[src/rtl/uart_dpi.sv]
// uart_dpi: 8-bit UART transceiver (start, 8 data LSB first, optional even parity, 1 stop).
// Define UART_DPI_PARITY_EN to add the even-parity bit in both directions.
module uart_dpi #(
    parameter int BAUD = 256000,
    parameter int FREQ = 100_000_000
) (
    input  logic       clk_i,
    input  logic       rst_i,
    output logic       tx_o,
    input  logic       rx_i,
    input  logic [7:0] tx_data_i,
    input  logic       tx_valid_i,
    output logic       tx_ready_o,
    output logic [7:0] rx_data_o,
    output logic       rx_valid_o,
    output logic       rx_frame_err_o,
    output logic       rx_parity_err_o
);

    localparam int CPB = FREQ / BAUD;
    localparam int CW  = $clog2(CPB + 1);

    generate
        if (CPB < 4) begin : g_cpb_check
            $error("uart_dpi: FREQ/BAUD must be at least 4 clocks per bit");
        end
    endgenerate

`ifdef UART_DPI_PARITY_EN
    localparam bit PAR_EN = 1'b1;
`else
    localparam bit PAR_EN = 1'b0;
`endif

    typedef enum logic [2:0] {
        ST_IDLE,
        ST_START,
        ST_DATA,
        ST_PARITY,
        ST_STOP
    } state_t;

    // ---------------- transmitter ----------------
    state_t          tx_state_reg;
    logic [CW-1:0]   tx_cnt_reg;
    logic [2:0]      tx_bit_reg;
    logic [7:0]      tx_shift_reg;
    logic            tx_par_reg;
    logic            tx_line_reg;
    logic            tx_ready_reg;
    logic            tx_bit_end;

    assign tx_bit_end = (tx_cnt_reg == CW'(CPB - 1));

    always_ff @(posedge clk_i) begin
        if (rst_i) begin
            tx_state_reg <= ST_IDLE;
            tx_cnt_reg   <= '0;
            tx_bit_reg   <= '0;
            tx_shift_reg <= '0;
            tx_par_reg   <= 1'b0;
            tx_line_reg  <= 1'b1;
            tx_ready_reg <= 1'b1;
        end else begin
            case (tx_state_reg)
                ST_IDLE: begin
                    if (tx_valid_i) begin
                        tx_shift_reg <= tx_data_i;
                        tx_par_reg   <= ^tx_data_i;
                        tx_line_reg  <= 1'b0;
                        tx_ready_reg <= 1'b0;
                        tx_cnt_reg   <= '0;
                        tx_state_reg <= ST_START;
                    end
                end
                ST_START: begin
                    if (tx_bit_end) begin
                        tx_cnt_reg   <= '0;
                        tx_bit_reg   <= '0;
                        tx_line_reg  <= tx_shift_reg[0];
                        tx_state_reg <= ST_DATA;
                    end else begin
                        tx_cnt_reg <= tx_cnt_reg + 1'b1;
                    end
                end
                ST_DATA: begin
                    if (tx_bit_end) begin
                        tx_cnt_reg <= '0;
                        if (tx_bit_reg == 3'd7) begin
                            if (PAR_EN) begin
                                tx_line_reg  <= tx_par_reg;
                                tx_state_reg <= ST_PARITY;
                            end else begin
                                tx_line_reg  <= 1'b1;
                                tx_state_reg <= ST_STOP;
                            end
                        end else begin
                            // shift register keeps the next bit at position 0
                            tx_bit_reg   <= tx_bit_reg + 1'b1;
                            tx_shift_reg <= {1'b0, tx_shift_reg[7:1]};
                            tx_line_reg  <= tx_shift_reg[1];
                        end
                    end else begin
                        tx_cnt_reg <= tx_cnt_reg + 1'b1;
                    end
                end
                ST_PARITY: begin
                    if (tx_bit_end) begin
                        tx_cnt_reg   <= '0;
                        tx_line_reg  <= 1'b1;
                        tx_state_reg <= ST_STOP;
                    end else begin
                        tx_cnt_reg <= tx_cnt_reg + 1'b1;
                    end
                end
                ST_STOP: begin
                    if (tx_bit_end) begin
                        tx_cnt_reg   <= '0;
                        tx_ready_reg <= 1'b1;
                        tx_state_reg <= ST_IDLE;
                    end else begin
                        tx_cnt_reg <= tx_cnt_reg + 1'b1;
                    end
                end
                default: begin
                    tx_cnt_reg   <= '0;
                    tx_line_reg  <= 1'b1;
                    tx_ready_reg <= 1'b1;
                    tx_state_reg <= ST_IDLE;
                end
            endcase
        end
    end

    assign tx_o       = tx_line_reg;
    assign tx_ready_o = tx_ready_reg;

    // ---------------- receiver ----------------
    state_t          rx_state_reg;
    logic [CW-1:0]   rx_cnt_reg;
    logic [2:0]      rx_bit_reg;
    logic [7:0]      rx_shift_reg;
    logic            rx_par_bit_reg;
    logic            rx_sync1_reg;
    logic            rx_sync2_reg;
    logic            rx_prev_reg;
    logic [7:0]      rx_data_reg;
    logic            rx_valid_reg;
    logic            rx_ferr_reg;
    logic            rx_perr_reg;

    always_ff @(posedge clk_i) begin
        if (rst_i) begin
            rx_state_reg   <= ST_IDLE;
            rx_cnt_reg     <= '0;
            rx_bit_reg     <= '0;
            rx_shift_reg   <= '0;
            rx_par_bit_reg <= 1'b0;
            rx_sync1_reg   <= 1'b1;
            rx_sync2_reg   <= 1'b1;
            rx_prev_reg    <= 1'b1;
            rx_data_reg    <= '0;
            rx_valid_reg   <= 1'b0;
            rx_ferr_reg    <= 1'b0;
            rx_perr_reg    <= 1'b0;
        end else begin
            rx_sync1_reg <= rx_i;
            rx_sync2_reg <= rx_sync1_reg;
            rx_prev_reg  <= rx_sync2_reg;
            rx_valid_reg <= 1'b0;
            case (rx_state_reg)
                ST_IDLE: begin
                    // count starts at 2 because the edge was already visible one cycle ago
                    if (!rx_sync2_reg && rx_prev_reg) begin
                        rx_cnt_reg   <= CW'(2);
                        rx_state_reg <= ST_START;
                    end
                end
                ST_START: begin
                    if (rx_cnt_reg == CW'(CPB / 2)) begin
                        rx_cnt_reg <= CW'(1);
                        rx_bit_reg <= '0;
                        rx_state_reg <= rx_sync2_reg ? ST_IDLE : ST_DATA;
                    end else begin
                        rx_cnt_reg <= rx_cnt_reg + 1'b1;
                    end
                end
                ST_DATA: begin
                    if (rx_cnt_reg == CW'(CPB)) begin
                        rx_cnt_reg   <= CW'(1);
                        rx_shift_reg <= {rx_sync2_reg, rx_shift_reg[7:1]};
                        if (rx_bit_reg == 3'd7) begin
                            rx_state_reg <= PAR_EN ? ST_PARITY : ST_STOP;
                        end else begin
                            rx_bit_reg <= rx_bit_reg + 1'b1;
                        end
                    end else begin
                        rx_cnt_reg <= rx_cnt_reg + 1'b1;
                    end
                end
                ST_PARITY: begin
                    if (rx_cnt_reg == CW'(CPB)) begin
                        rx_cnt_reg     <= CW'(1);
                        rx_par_bit_reg <= rx_sync2_reg;
                        rx_state_reg   <= ST_STOP;
                    end else begin
                        rx_cnt_reg <= rx_cnt_reg + 1'b1;
                    end
                end
                ST_STOP: begin
                    if (rx_cnt_reg == CW'(CPB)) begin
                        rx_cnt_reg   <= '0;
                        rx_valid_reg <= 1'b1;
                        rx_data_reg  <= rx_shift_reg;
                        rx_ferr_reg  <= !rx_sync2_reg;
                        rx_perr_reg  <= PAR_EN && (rx_par_bit_reg != (^rx_shift_reg));
                        rx_state_reg <= ST_IDLE;
                    end else begin
                        rx_cnt_reg <= rx_cnt_reg + 1'b1;
                    end
                end
                default: begin
                    rx_cnt_reg   <= '0;
                    rx_state_reg <= ST_IDLE;
                end
            endcase
        end
    end

    assign rx_data_o       = rx_data_reg;
    assign rx_valid_o      = rx_valid_reg;
    assign rx_frame_err_o  = rx_ferr_reg;
    assign rx_parity_err_o = rx_perr_reg;

endmodule

[config.mk]
export PLATFORM = sky130hd
export DESIGN_NAME = uart_dpi
export DESIGN_NICKNAME = d
export VERILOG_FILES = /design/src/rtl/uart_dpi.sv
export SDC_FILE = /design/constraint.sdc
export NUM_CORES = 1
export LEC_CHECK = 0
export CORE_MARGIN = 3
export CORE_UTILIZATION = 58
export DETAILED_ROUTE_END_ITERATION = 8
export GPL_TIMING_DRIVEN = 1
export PLACE_DENSITY = 0.86
export SETUP_SLACK_MARGIN = 0.1
export SYNTH_ARGS = -nofsm -noshare
export SYNTH_HDL_FRONTEND = slang
export SYNTH_SLANG_ARGS = --single-unit
[constraint.sdc]
create_clock -name clk_i -period 2.65 [get_ports clk_i]
set_input_delay 0.3975 -clock clk_i [delete_from_list [all_inputs] [get_ports clk_i]]
set_output_delay 0.3975 -clock clk_i [all_outputs]
set_load 0.005 [all_outputs]
# Word level (Yosys, flattened, before mapping)
# Cells that the tools add are included.
# totals
elab_cells,112
input_bits,12
output_inout_bits,13
register_bits,61
# op_classes
n_bitwise,3
eq_ne,27
reduce_logical,20
mux,42
addsub,4
# op_table
op,n
9-bit 2-to-1 mux,6
3-bit 2-to-1 mux,17
9-bit one-hot mux with 4 select lines,1
3-bit one-hot mux with 5 select lines,2
"2-bit != test, second input constant",14
8-bit 2-to-1 mux,3
"9-bit by 1-bit adder with 9-bit output, second input constant",2
"9-bit equality test, second input constant",2
9-bit one-hot mux with 2 select lines,1
8-bit one-hot mux with 2 select lines,1
"3-bit by 2-bit equality test with 1-bit output, second input constant",4
"3-bit equality test, second input constant",4
3-bit one-hot mux with 2 select lines,2
4-bit AND reduction,3
6-bit AND reduction,2
"9-bit by 8-bit equality test with 1-bit output, second input constant",1
"3-bit by 1-bit adder with 3-bit output, second input constant",2
"3-bit by 1-bit equality test with 1-bit output, second input constant",2
3-bit logical NOT,2
1-bit 2-to-1 mux,6
2-bit nonzero test,3
1-bit one-hot mux with 5 select lines,1
5-bit AND reduction,1
2-bit AND reduction,2
9 further kinds,12

# Logic depth before layout (Yosys ltp)
# Gate-level depths: netlist of the first run.
# logic_depth
word_depth,4
mapped_depth,8

# Worst setup path after synthesis of the first run
# Ideal clock, no wire load.
# synth_path
path_type,reg2reg
from,register tx_bit_reg[0]
to,register tx_bit_reg[2]
stages_incl_launch_ff,7
setup_slack_ns,0.636
setup_time_ns,0.132
period_less_slack_ns,2.014
required_ns,2.518
t_arrival_ns,1.882
path_buffers,0
path_cell_list,dfxtp_1 -> ha_1 -> ha_1 -> or3b_2 -> a2111oi_2 -> nand2b_1 -> a21oi_1
# synth_between
elab_chain_len,4
word_cells_on_any_way,7
# synth_lines
item,line,text
from (decl),46,logic [2:0] tx_bit_reg;
from (signal assigned),99,tx_bit_reg <= tx_bit_reg + 1'b1;
3-bit by 1-bit adder with 3-bit output,99,
3-bit 2-to-1 mux,89,if (tx_bit_reg == 3'd7) begin
3-bit 2-to-1 mux,87,if (tx_bit_end) begin
3-bit one-hot mux with 2 select lines,65,case (tx_state_reg)
# Several ways; a longest one is shown, not always the timed one. The select of a mux whose other input is x is not followed.
# A chain may end at the register's enable or synchronous reset.

# Final worst setup path of the first run
# layout_path
from,register tx_cnt_reg[0]
to,register tx_shift_reg[4]
# layout_between
elab_chain_len,3
# layout_lines
item,line,text
from (decl),45,logic [CW-1:0] tx_cnt_reg;
from (signal assigned),83,tx_cnt_reg <= tx_cnt_reg + 1'b1;
from (signal assigned),104,tx_cnt_reg <= tx_cnt_reg + 1'b1;
from (signal assigned),113,tx_cnt_reg <= tx_cnt_reg + 1'b1;
9-bit equality test,53,assign tx_bit_end = (tx_cnt_reg == CW'(CPB - 1));
2-bit != test (no line),--,
4-bit AND reduction (no line),--,
to (signal assigned),68,tx_shift_reg <= tx_data_i;
to (signal assigned),100,"tx_shift_reg <= {1'b0, tx_shift_reg[7:1]};"
to (decl),47,logic [7:0] tx_shift_reg;
# Every way passes these cells.

==> run_results.csv, run 1 <==
group,metric,value,unit
floorplan,ios,25,
cells_and_area,final_cells,419,
sta,drv_slew,0,
setup_path,worstSetupPathType,"flip-flop to flip-flop",
floorplan,die_w,78.2,µm
sta,tightest_slew,0.925,ns
synthesis,synthDistinctLibCells,61,
placement,post-dp-hpwl,4160,µm
setup_path,reg2reg_to,"tx_shift_reg[4]$_SDFFE_PP0P_",
pwr,p_clk_frac,0.427,
hold_path,hold_class,"flip-flop to flip-flop",
setup_path,reg2reg_from,"tx_cnt_reg[0]$_SDFFE_PP0P_",
placement,gp_congestion,0.817,
cells_and_area,drive_above_1_share,0.131,
sta,tns,0,ns
setup_path,worstSetupEndpoint,"tx_shift_reg[4]$_SDFFE_PP0P_",
floorplan,core_area,4880,µm²
synthesis,synthAdderAreaFrac,0.0331,
synthesis,synth_mux_area_frac,0.0799,
sta,fin_crit,2.31,ns
clocking,hold_buffers,0,
synthesis,synth_top_family_by_area,"simple AND/OR/NAND/NOR gates",
sta,fin_crit_sh,0.871,
clocking,clockBufferDepth,2,
cells_and_area,area_delta_synth_final,15.9,%
synthesis,synth_area_leaders,"dfxtp_1, mux2i_1, nor2_1",
pwr,combPwrFrac,0.114,
setup_path,reg2reg_slack,0.34,ns
cells_and_area,fin_nets,367,
sta,fin_skew,0.00964,ns
synthesis,synth_edf_count,0,
global_routing,grt_pass1_wl,10800,µm
synthesis,ys_warn_count,0,
synthesis,synth_area,3020,µm²
clocking,h-tree-depth,3,
drt,first_iter_violations,143,
cells_and_area,nFillCells,369,
pwr,ir_drop,0.000393,V
setup_path,crit_fanout,9,
clocking,tritoncts,"built",
synthesis,synthArstFlopShare,0,
sta,rsz0062_at_grt,"no",
floorplan,dieArea,6110,µm²
pwr,seq_power_share,0.459,
synthesis,synth_top_area_cell,"dfxtp_1",
sta,max_clock_freq,0.433,GHz
pwr,power_density,611,nW/µm²
setup_path,required,2.89,ns
setup_path,r2r.worst_path.cells,6,
drt,wl_per_cell,15.2,µm
global_routing,grt_pass1_vias,2314,
sta,final-setup-viol-count,0,
synthesis,synth_compound_gate_area_share,0.202,
drt,remaining_drc_errors,0,
pwr,power.net_switching,0.552,mW
cells_and_area,diodes,0,
synthesis,syn_inst,329,
setup_path,crit_start,"tx_cnt_reg[0]$_SDFFE_PP0P_",
synthesis,synth_most_common_cell,"dfxtp_1",
placement,numPortBuffers,23,
drt,vias_per_cell,6.00,
synthesis,ys_ff_latch,61,
synthesis,synth_top_area_share,0.404,
drt,wl,6360,µm
pwr,p_int,1.59,mW
floorplan,start_util,0.619,
synthesis,synthXorXnorAreaFrac,0.0232,
global_routing,grt_max_degree,26,
run,drv_cap,0,
clocking,cts.sink_count,61,
global_routing,grt_usage,0.220,
clocking,clkTransAtPathRegs,0.07,ns
sta,hold_violations,0,
drt,drt_first_pass_iters,4,
clocking,cts_made_buffers,9,
drt,vias,2512,
clocking,clk_latency,0.34,ns
pwr,power_leakage,1.28,nW
setup_path,worst_setup_path_start_kind,"flip-flop",
floorplan,rows,25,
global_routing,grt_overflow,0,
floorplan,die_h,78.2,µm
setup_path,end_kind,"flip-flop",
pwr,p_sw_frac,0.258,
synthesis,synthFlopType,"dfxtp_1",
synthesis,synth_common_cells,"dfxtp_1, nor2_1, a21oi_1, mux2i_1, clkbuf_1",
synthesis,avgSynthCellArea,9.18,µm²
sta,relSlewSlack,0.381,
clocking,root_buffer,"clkbuf_8",
synthesis,yosysSeqAreaShare,0.404,
clocking,post_cts_buffers,0,
placement,dp.cells,403,
run_status,status,"finished clean",
synthesis,yosys.area_share.simple,0.216,
drt,drtAntennaViolNets,0,
clocking,cts-resized-gates,0,
synthesis,synth_nets,349,
setup_path,arrival,2.55,ns
global_routing,antenna_found_initial,0,
==> per-stage QoR <==
stage	hold slack, ns	util	instance area [µm²]	setup slack [ns]	power, mW
finish	0.441	0.718	3500	0.342	2.14
floorplan	0.389	-	3020	0.636	1.18
global placement	0.407	0.672	3280	0.515	1.24
CTS	0.445	0.718	3500	0.343	2.16
global route	0.476	0.718	3500	0.187	2.23
detailed placement	0.432	0.672	3280	0.393	1.24
==> routing by layer <==
metal	share of wire	wire [µm]	track usage
met2	0.49	3140	0.371
met3	0.047	302	0.0677
met4	0.015	98	0.0822
met5	0	0	0
met1	0.44	2810	0.265
==> kinds of logic after synthesis <==
group / count (synthesis)
other cells: 1
buf+inv: 28
mux: 24
compound gates: 82
fa+ha+maj: 8
simple gates: 117
flops: 61
xor+xnor: 8
==> placed cells by master (no fill, tap or decap), drive strengths merged, types with 8 or more instances in the layout <==
cell and n:
clkbuf 9, buf 8, ha 8, nand2 13, a21oi 25, clkdlybuf4s50 22
mux2i 23, dfxtp 61, nor2 35, nand3 8
==> area by class of cell <==
| type | count | area, µm² | area share |
|---|---|---|---|
| clock inverter | 7 | 98.8 | 0.0282 |
| clock buffer | 9 | 124 | 0.0354 |
| tap | 67 | 83.8 | 0.0239 |
| multi-input combinational | 240 | 1680 | 0.479 |
| inverter | 5 | 18.8 | 0.00536 |
| timing repair buffer | 30 | 278 | 0.0793 |
| sequential | 61 | 1220 | 0.349 |
==> power groups by stage <==
stage	Combinational [mW]	Sequential (mW)	Clock, mW
after floorplan	0.187	0.994	0
after global placement	0.235	1.00	0
after detailed placement	0.241	1.00	0
after CTS	0.242	0.983	0.939
after global routing	0.270	0.990	0.973
final	0.243	0.984	0.915
==> worst min path at each step <==
stage                                   end                     from  depth (start not counted)
floorplan           rx_sync2_reg$_SDFF_PP1_  rx_sync1_reg$_SDFF_PP1_                          1
global placement    rx_sync2_reg$_SDFF_PP1_  rx_sync1_reg$_SDFF_PP1_                          1
detailed placement  rx_sync2_reg$_SDFF_PP1_  rx_sync1_reg$_SDFF_PP1_                          1
CTS                 rx_sync2_reg$_SDFF_PP1_  rx_sync1_reg$_SDFF_PP1_                          1
global route        rx_sync2_reg$_SDFF_PP1_  rx_sync1_reg$_SDFF_PP1_                          1
finish              rx_sync2_reg$_SDFF_PP1_  rx_sync1_reg$_SDFF_PP1_                          1
==> worst max-delay path, stage by stage (launching register included) <==
cell	delay (ns)
dfxtp_1	0.39
ha_1	0.16
or4b_4	0.51
o41ai_4	0.47
buf_4	0.25
a21oi_1	0.10
a311oi_2	0.33
No activity file was read; power rests on OpenSTA's default activity.
==> run 2: changes to the inputs <==
CORE_UTILIZATION = 60   (was 58)
DONT_BUFFER_PORTS = 1   (was default)
PLACE_DENSITY = 0.82   (was 0.86)
==> run 2 against run 1 <==
Against the previous run:
- global-route usage is 1.1 points lower
- sequential share of layout area is 2.8 points higher
- via count is 4.0% lower
- core utilization is 4.0 points lower
- clock-buffer cell count is 4 higher
- flip-flop and latch count stayed put
- clock skew is 0.0023 ns lower
- die area is 3.1% lower
- cell count is 6.2% lower
- critical endpoint is now tx_shift_reg[1]$_SDFFE_PP0P_
- largest cell class unchanged
- largest power group unchanged
==> run_results.csv, run 2 (synthesis gave the netlist of run 1 again) <==
group,metric,value,unit
drt,met3_length,249,µm
run,drv_cap,0,
global_routing,grt_max_degree,54,
placement,gp_congestion,0.803,
setup_path,arrival,2.50,ns
run_status,status,"finished clean",
clocking,cts_made_buffers,9,
drt,first_iter_violations,113,
setup_path,worstSetupPathType,"flip-flop to flip-flop",
cells_and_area,fin_nets,343,
global_routing,grt_overflow,0,
drt,vias,2411,
sta,fin_crit_sh,0.858,
placement,post-dp-hpwl,3860,µm
cells_and_area,final_cell_mix,"dfxtp_1, nor2_1, a21oi_1, mux2i_1, nand2_1",
drt,vias_per_cell,6.13,
clocking,clkTransAtPathRegs,0.06,ns
floorplan,core_area,4790,µm²
drt,remaining_drc_errors,0,
clocking,tritoncts,"built",
drt,drt_first_pass_iters,4,
pwr,power_leakage,1.19,nW
sta,fin_skew,0.00733,ns
setup_path,crit_fanout,9,
clocking,cts-resized-gates,0,
drt,met1_length,2680,µm
setup_path,end_kind,"flip-flop",
sta,tightest_slew,0.809,ns
hold_path,hold_class,"input pin to flip-flop",
drt,wl_per_cell,14.8,µm
sta,final-setup-viol-count,0,
floorplan,rows,25,
sta,relSlewSlack,0.461,
placement,numPortBuffers,0,
global_routing,grt_pass1_wl,10000,µm
sta,max_clock_freq,0.440,GHz
clocking,clockBufferDepth,2,
drt,drtAntennaViolNets,0,
sta,fin_crit,2.27,ns
drt,top_layer,"met4",
setup_path,worst_setup_path_start_kind,"flip-flop",
sta,hold_violations,0,
floorplan,die_w,77.0,µm
cells_and_area,final_util,0.678,
cells_and_area,diodes,0,
clocking,h-tree-depth,3,
cells_and_area,drive_above_1_share,0.126,
clocking,root_buffer,"clkbuf_8",
drt,wl,5830,µm
global_routing,antenna_found_initial,0,
drt,dr_wl_met2,2810,µm
clocking,clk_latency,0.34,ns
sta,drv_slew,0,
floorplan,start_util,0.631,
clocking,hold_buffers,0,
clocking,cts.sink_count,61,
pwr,power_density,624,nW/µm²
cells_and_area,final_common_cell,"dfxtp_1",
sta,rsz0062_at_grt,"no",
floorplan,ios,25,
sta,tns,0,ns
pwr,ir_drop,0.000344,V
global_routing,grt_usage,0.210,
global_routing,grt_pass1_vias,2203,
setup_path,required,2.88,ns
clocking,post_cts_buffers,0,
cells_and_area,area_delta_synth_final,7.45,%
floorplan,die_h,77.0,µm
floorplan,dieArea,5920,µm²
run 2: cell types whose count changed in the layout (fill, tap and decap cells not counted):
cell | previous run | this run
buf_2 | 1 | 0
bufinv_16 | 2 | 1
clkinvlp_4 | 4 | 0
buf_4 | 7 | 6
clkdlybuf4s50_1 | 22 | 0
clkbuf_1 | 0 | 1
clkbuf_8 | 9 | 12
inv_6 | 1 | 0
run 2: final cells by class:
cell class,instances,area [µm²]
Clock buffer,13,169
Inverter,5,18.8
Timing Repair Buffer,6,45.0
Fill cell,381,1540
Clock inverter,1,30.0
Multi-Input combinational cell,240,1680
Sequential cell,61,1220
Tap cell,67,83.8
run 2: metrics by stage:
step / power, mW / worst slack [ns] / area, µm² / instances / hold WS [ns]
after detailed placement: 1.21 / 0.393 / 3050 / 379 / 0.408
after global routing: 2.11 / 0.201 / 3250 / 393 / 0.110
after CTS: 2.04 / 0.371 / 3250 / 393 / 0.108
after floorplan: 1.18 / 0.636 / 3020 / 329 / 0.389
final: 2.03 / 0.378 / 3250 / 393 / 0.133
after global placement: 1.20 / 0.514 / 3050 / 379 / 0.410
run 2: power by group:
| group | internal, mW | switching [mW] |
|---|---|---|
| clock network | 0.501 | 0.329 |
| logic | 0.0912 | 0.121 |
| registers | 0.951 | 0.0345 |
run 2: worst max-delay path, cell delays in order (launching register included):
cell      delay (ns)
dfxtp_1         0.39
ha_1            0.15
or4b_4          0.50
o41ai_4         0.47
buf_4           0.26
a21oi_1         0.09
a311oi_1        0.30
run 2: worst paths after layout:
path | depth (start not counted) | startpoint | endpoint | slack (ns)
hold reg to reg | 1 | rx_sync1_reg$_SDFF_PP1_ | rx_sync2_reg$_SDFF_PP1_ | 0.43
setup / recovery | 6 | tx_cnt_reg[0]$_SDFFE_PP0P_ | tx_shift_reg[1]$_SDFFE_PP0P_ | 0.38
setup reg to reg | 6 | tx_cnt_reg[0]$_SDFFE_PP0P_ | tx_shift_reg[1]$_SDFFE_PP0P_ | 0.38
hold / removal | 1 | rst_i | rx_cnt_reg[8]$_SDFFE_PP0N_ | 0.13
run 2: metal layers:
layer	track usage	vias to the layer above
li1	-	1191
met1	0.264	1169
met2	0.333	42
met3	0.0692	9
met4	0.0797	0
met5	0	-
==> run 3: changes to the inputs <==
CTS_CLUSTER_DIAMETER = 30   (was default)
==> results of run 3 <==
No change in the layout: final DEF, timing and power equal those of run 2.
==> edit 1: new RTL, settings of run 3 <==
Re-encode `state_t` (5 states) as one-hot, 5 bits wide.
--- a/src/rtl/uart_dpi.sv
+++ b/src/rtl/uart_dpi.sv
@@ -34,8 +34,8 @@
 
-    typedef enum logic [2:0] {
-        ST_IDLE,
-        ST_START,
-        ST_DATA,
-        ST_PARITY,
-        ST_STOP
+    typedef enum logic [4:0] {
+        ST_IDLE   = 5'b00001,
+        ST_START  = 5'b00010,
+        ST_DATA   = 5'b00100,
+        ST_PARITY = 5'b01000,
+        ST_STOP   = 5'b10000
     } state_t;
Behaviour: same outputs for any inputs over 10 cycles, from zero or initial values and one cycle with rst_i high; not proved beyond that.
==> edit 1 against run 3 <==
Non-clock buffer count is 2 higher. Worst setup slack better by 28 ps. Sequential cell count rose by 2. Core utilization is 0.16 points higher. Highest routed layer unchanged. Count of clock-buffer cells in the layout fell by 3. Synthesized cell count is 4.3% higher. Wire length fell by 3.9%. Synthesized area is 0.87% higher. Cell area is 0.89% higher.
Power is not compared: it rests on default switching activity, and its combinational part moved more than twofold at a synthesized area within 25%.
==> edit 1: results (changes against run 3) <==
Detailed routing
  – Number of DRC markers in iteration 0: 157 (+39%)
  – Met1 wire length: 2646 um (-1.1%)
  – Via density: 5.769 (-6.0%)
  – Met3 WL post-DR: 275 um (+10%)
  – DR WL met2: 2553 um (-9.1%)

Global route
  – Largest net degree at the start of global routing: 50 (-7.4%)
  – Vias in the first global route: 2402 (+9.0%)
  – Met3 usage: 7.981% (+1.1 points)
  – First-pass GRT wire length: 10530 um (+5.1%)
  – M2 GR Usage: 34.54% (+1.3 points)
  – M1 GR Usage: 26.67% (+0.26 points)

Synthesis
  – Synth top cells by count: dfxtp_1 (63), nor2_1 (54), nand2_1 (36)
  – Largest cells by area after synthesis: dfxtp_1 (41%), nor2_1 (6.7%), mux2i_1 (5.9%), nand2_1 (4.4%), a21oi_1 (3.4%)
  – Cell count after synthesis: 343 (+4.3%)
  – Synthesized Nets: 363 (+4.0%)
  – Post-synthesis sequential area ratio: 41.38% (+0.97 points)

Place
  – Post-Place Cells: 400 (+5.5%)
  – Pre-CTS setup slack: 423.3 ps (+30.30 ps)
  – Placement Cell Area: 3095 um2 (+1.6%)
  – Post-DP HPWL: 3770 um (-2.4%)

Worst setup path
  – Crit path max fanout: 15 (+6)
  – Slowest cell on the critical path: or3b_2
  – Largest stage delay, worst path: 460 ps (-40 ps)

STA
  – Clk_skew: 8.589 ps (+1.258 ps)

Status
  – Status: finished, final reports clean

Final layout
  – Share of cells above drive strength 1: 11.17% (-1.4 points)
  – Final Non-Filler Cells: 416 (+5.9%)
edit 1: cell types whose count changed after synthesis, sizes merged, moves of 5 or more:
cell	run 3	this run
nand2	13	36
nor2	35	54
xor2	4	11
a31oi	6	0
clkbuf	17	11
and2	7	2
mux2i	23	18
edit 1: cell families after synthesis:
| kind of cell | count (synthesis) | share of synthesized area (%) |
|---|---|---|
| and+or+nand+nor | 150 | 26.11 |
| AOI/OAI and AO/OA | 63 | 14.53 |
| DFF | 63 | 41.38 |
| buffers and inverters | 23 | 3.777 |
| muxes | 18 | 5.911 |
| xor gates and xnor gates | 17 | 4.885 |
| adders and majority gates | 8 | 3.284 |
| other | 1 | 0.1230 |
edit 1: area by class of cell:
cell class,count,area [um2]
clock inverters,6,42.54
repair buffers,8,60.06
flip-flops and latches,63,1261
clock buffers,10,137.6
well taps,67,83.83
multi-input cells,257,1672
inverters,5,18.77
fillers,406,1541
edit 1: critical path: cells and delay by family (launching register included):
family / cells / cell delay (ps)
compound gates: 3 / 890
fa+ha+maj: 2 / 410
flops: 1 / 330
simple gates: 2 / 520
edit 1: metrics by stage:
stage	hold WS (ps)	util, %	power [mW]
2_1_floorplan	389.5	-	1.614
3_3_place_gp	392.3	64.26	1.676
3_5_place_dp	393.2	64.26	1.695
4_1_cts	95.31	68.00	2.458
5_1_grt	83.57	68.00	2.601
6_report	111.1	68.00	2.436
edit 1: path summary, 6_finish.rpt:
| kind | slack (ps) | cells past startpoint | endpoint | startpoint |
|---|---|---|---|---|
| min reg2reg | 410 | 1 | rx_sync2_reg | rx_sync1_reg |
| max reg2reg | 410 | 7 | tx_shift_reg[6] | tx_bit_reg[0] |
| min | 110 | 1 | rx_cnt_reg[2] | rst_i |
| max | 410 | 7 | tx_shift_reg[6] | tx_bit_reg[0] |
==> edit 2: new RTL, settings of run 3 <==
Without the edit above. Set the localparam `PAR_EN` to 1'b1 (it was 1'b0).
--- a/src/rtl/uart_dpi.sv
+++ b/src/rtl/uart_dpi.sv
@@ -31,3 +31,3 @@
 `else
-    localparam bit PAR_EN = 1'b0;
+    localparam bit PAR_EN = 1'b1;
 `endif
Formal check against the unedited RTL: same outputs for any inputs over 10 cycles, from zero or initial values and one cycle with rst_i high; that may be too few to reach the edited logic, so the function may still have changed.
==> edit 2 against run 3 <==
Synthesized area is 7.1% higher. Maximum frequency hardly changed. First-iteration DRC count up 20%. Die area grew 6.6%. Combinational power down 16%. Worst setup slack better by 1.8 ps. Sequential share of layout area shrank 1.3 points. Power increased by 6.0%. Cell count increased by 10%. Cell area up 8.7%. Wire length increased by 9.0%. Hold slack worse by 22 ps. Sequential cell count grew 3. Critical path type unchanged. Largest cell class unchanged.
==> edit 2: results (changes against run 3) <==
Status
  – Status: finished, final reports clean

Synthesis
  – Compound-Gate Fraction of Synth Area: 17.09% (-3.1 points)
  – Library cells used by synthesis: 56 (-8.2%)
  – Cell count after synthesis: 359 (+9.1%)
  – Largest cells by area after synthesis: dfxtp_1 (40%), mux2i_1 (7.4%), xnor2_1 (5.4%), nor2_1 (4.5%), a21oi_1 (4.0%)
  – Synthesized Nets: 379 (+8.6%)
  – Post-synthesis sequential area ratio: 39.58% (-0.83 points)
  – Adder-cell share of the synthesized area: 3.092% (-0.22 points)
  – Post-synthesis mux area share: 7.770% (-0.22 points)
  – Register bit total from synthesis: 64 (+4.9%)
  – Synth top cells by count: dfxtp_1 (64), nor2_1 (39), a21oi_1 (26)
  – XOR/XNOR share of the synthesized area: 6.649% (+4.3 points)

STA
  – Hold_ws: 110.7 ps (-21.97 ps)
  – Clk_skew: 5.636 ps (-1.695 ps)
  – Slew @ Worst Pin: 975.8 ps (+166.6 ps)

Detailed routing
  – Wire per inst: 14.67 um (-1.1%)
  – Number of DRC markers in iteration 0: 136 (+20%)
  – Via count: 2528 (+4.9%)
  – DRT Pass-1 Iters: 4 (unchanged)

Final layout
  – Final Non-Filler Cells: 433 (+10%)
  – Non-clock buffering overhead: 1.702% (+0.31 points)
  – ANT cells: 0 (unchanged)
  – Multi-input combinational area share: 51.81% (+0.094 points)
  – Non-clock buffers: 8 (+2)
  – Share of cells above drive strength 1: 11.29% (-1.3 points)
  – Clock-cell share of area: 6.525% (+0.40 points)
  – Clock buf count: 10 (-3)
  – Sequential share of cell area: 36.31% (-1.3 points)
  – #MultiIn Comb: 264 (+10%)
  – Non-clk invs: 11 (+6)
  – FILL cells: 389 (+2.1%)

Global route
  – Vias in the first global route: 2377 (+7.9%)
  – M1 GR Usage: 25.71% (-0.70 points)
  – M2 GR Usage: 35.39% (+2.1 points)
  – First-pass GRT wire length: 10580 um (+5.6%)
  – Met3 usage: 5.418% (-1.5 points)
  – Gr usage total: 21.61% (+0.63 points)
  – Largest net degree at the start of global routing: 55 (+1.9%)

Place
  – Routability cong.: 0.8142 (+1.4%)
  – Pre-CTS setup slack: 316.5 ps (-76.45 ps)
  – Post-DP HPWL: 4224 um (+9.3%)
  – Post-Place Cells: 417 (+10%)
  – Placement Cell Area: 3293 um2 (+8.0%)

Power
  – Sequential power: 1.02 mW (+4%)
  – Peak supply drop: 0.5302 mV (+54%)
  – Total Power: 2.149 mW (+6.0%)
  – Gate power share: 8.3% (-2.1 points)
  – P_leak: 1.298 nW (+9.1%)
  – Power density over the cells: 608.9 nW/um2 (-2.5%)
  – Cell-internal power: 1.631 mW (+5.7%)

Floorplan
  – Chip Width: 79.45 um (+3.2%)

Worst setup path
  – Critical path arrival: 2550 ps (+50 ps)
[edit 2: layer usage]
metal  vias to the layer above  share of wire [%]  wire length, um
met5                         -                  0                0
met4                         0                2.6              163
li1                       1283                  -                -
met1                      1184                 45             2888
met2                        47                 48             3021
met3                        14                4.4              277
[edit 2: worst max-delay path, stage by stage, from the launching register on]
cell and delay, ps:
dfxtp_1 330, ha_1 210, ha_1 270, or3b_2 480, a2111oi_2 610, nand3_1 140, a21oi_1 170
[edit 2: path summary, 6_finish.rpt]
check	depth (start not counted)	from	end	slack, ps
max reg2reg	6	tx_bit_reg[0]	tx_bit_reg[2]	380
min reg2reg	1	rx_sync1_reg	rx_sync2_reg	420
max	6	tx_bit_reg[0]	tx_bit_reg[2]	380
min	1	rst_i	rx_state_reg[2]	110
[edit 2: logic make-up after synthesis]
kind of cell	count (synthesis)
adder cells (fa/ha/maj)	8
AO/OA/AOI/OAI	79
multiplexers	25
XOR/XNOR	23
buffers and inverters	31
AND/OR/NAND/NOR	129
flip-flops	64
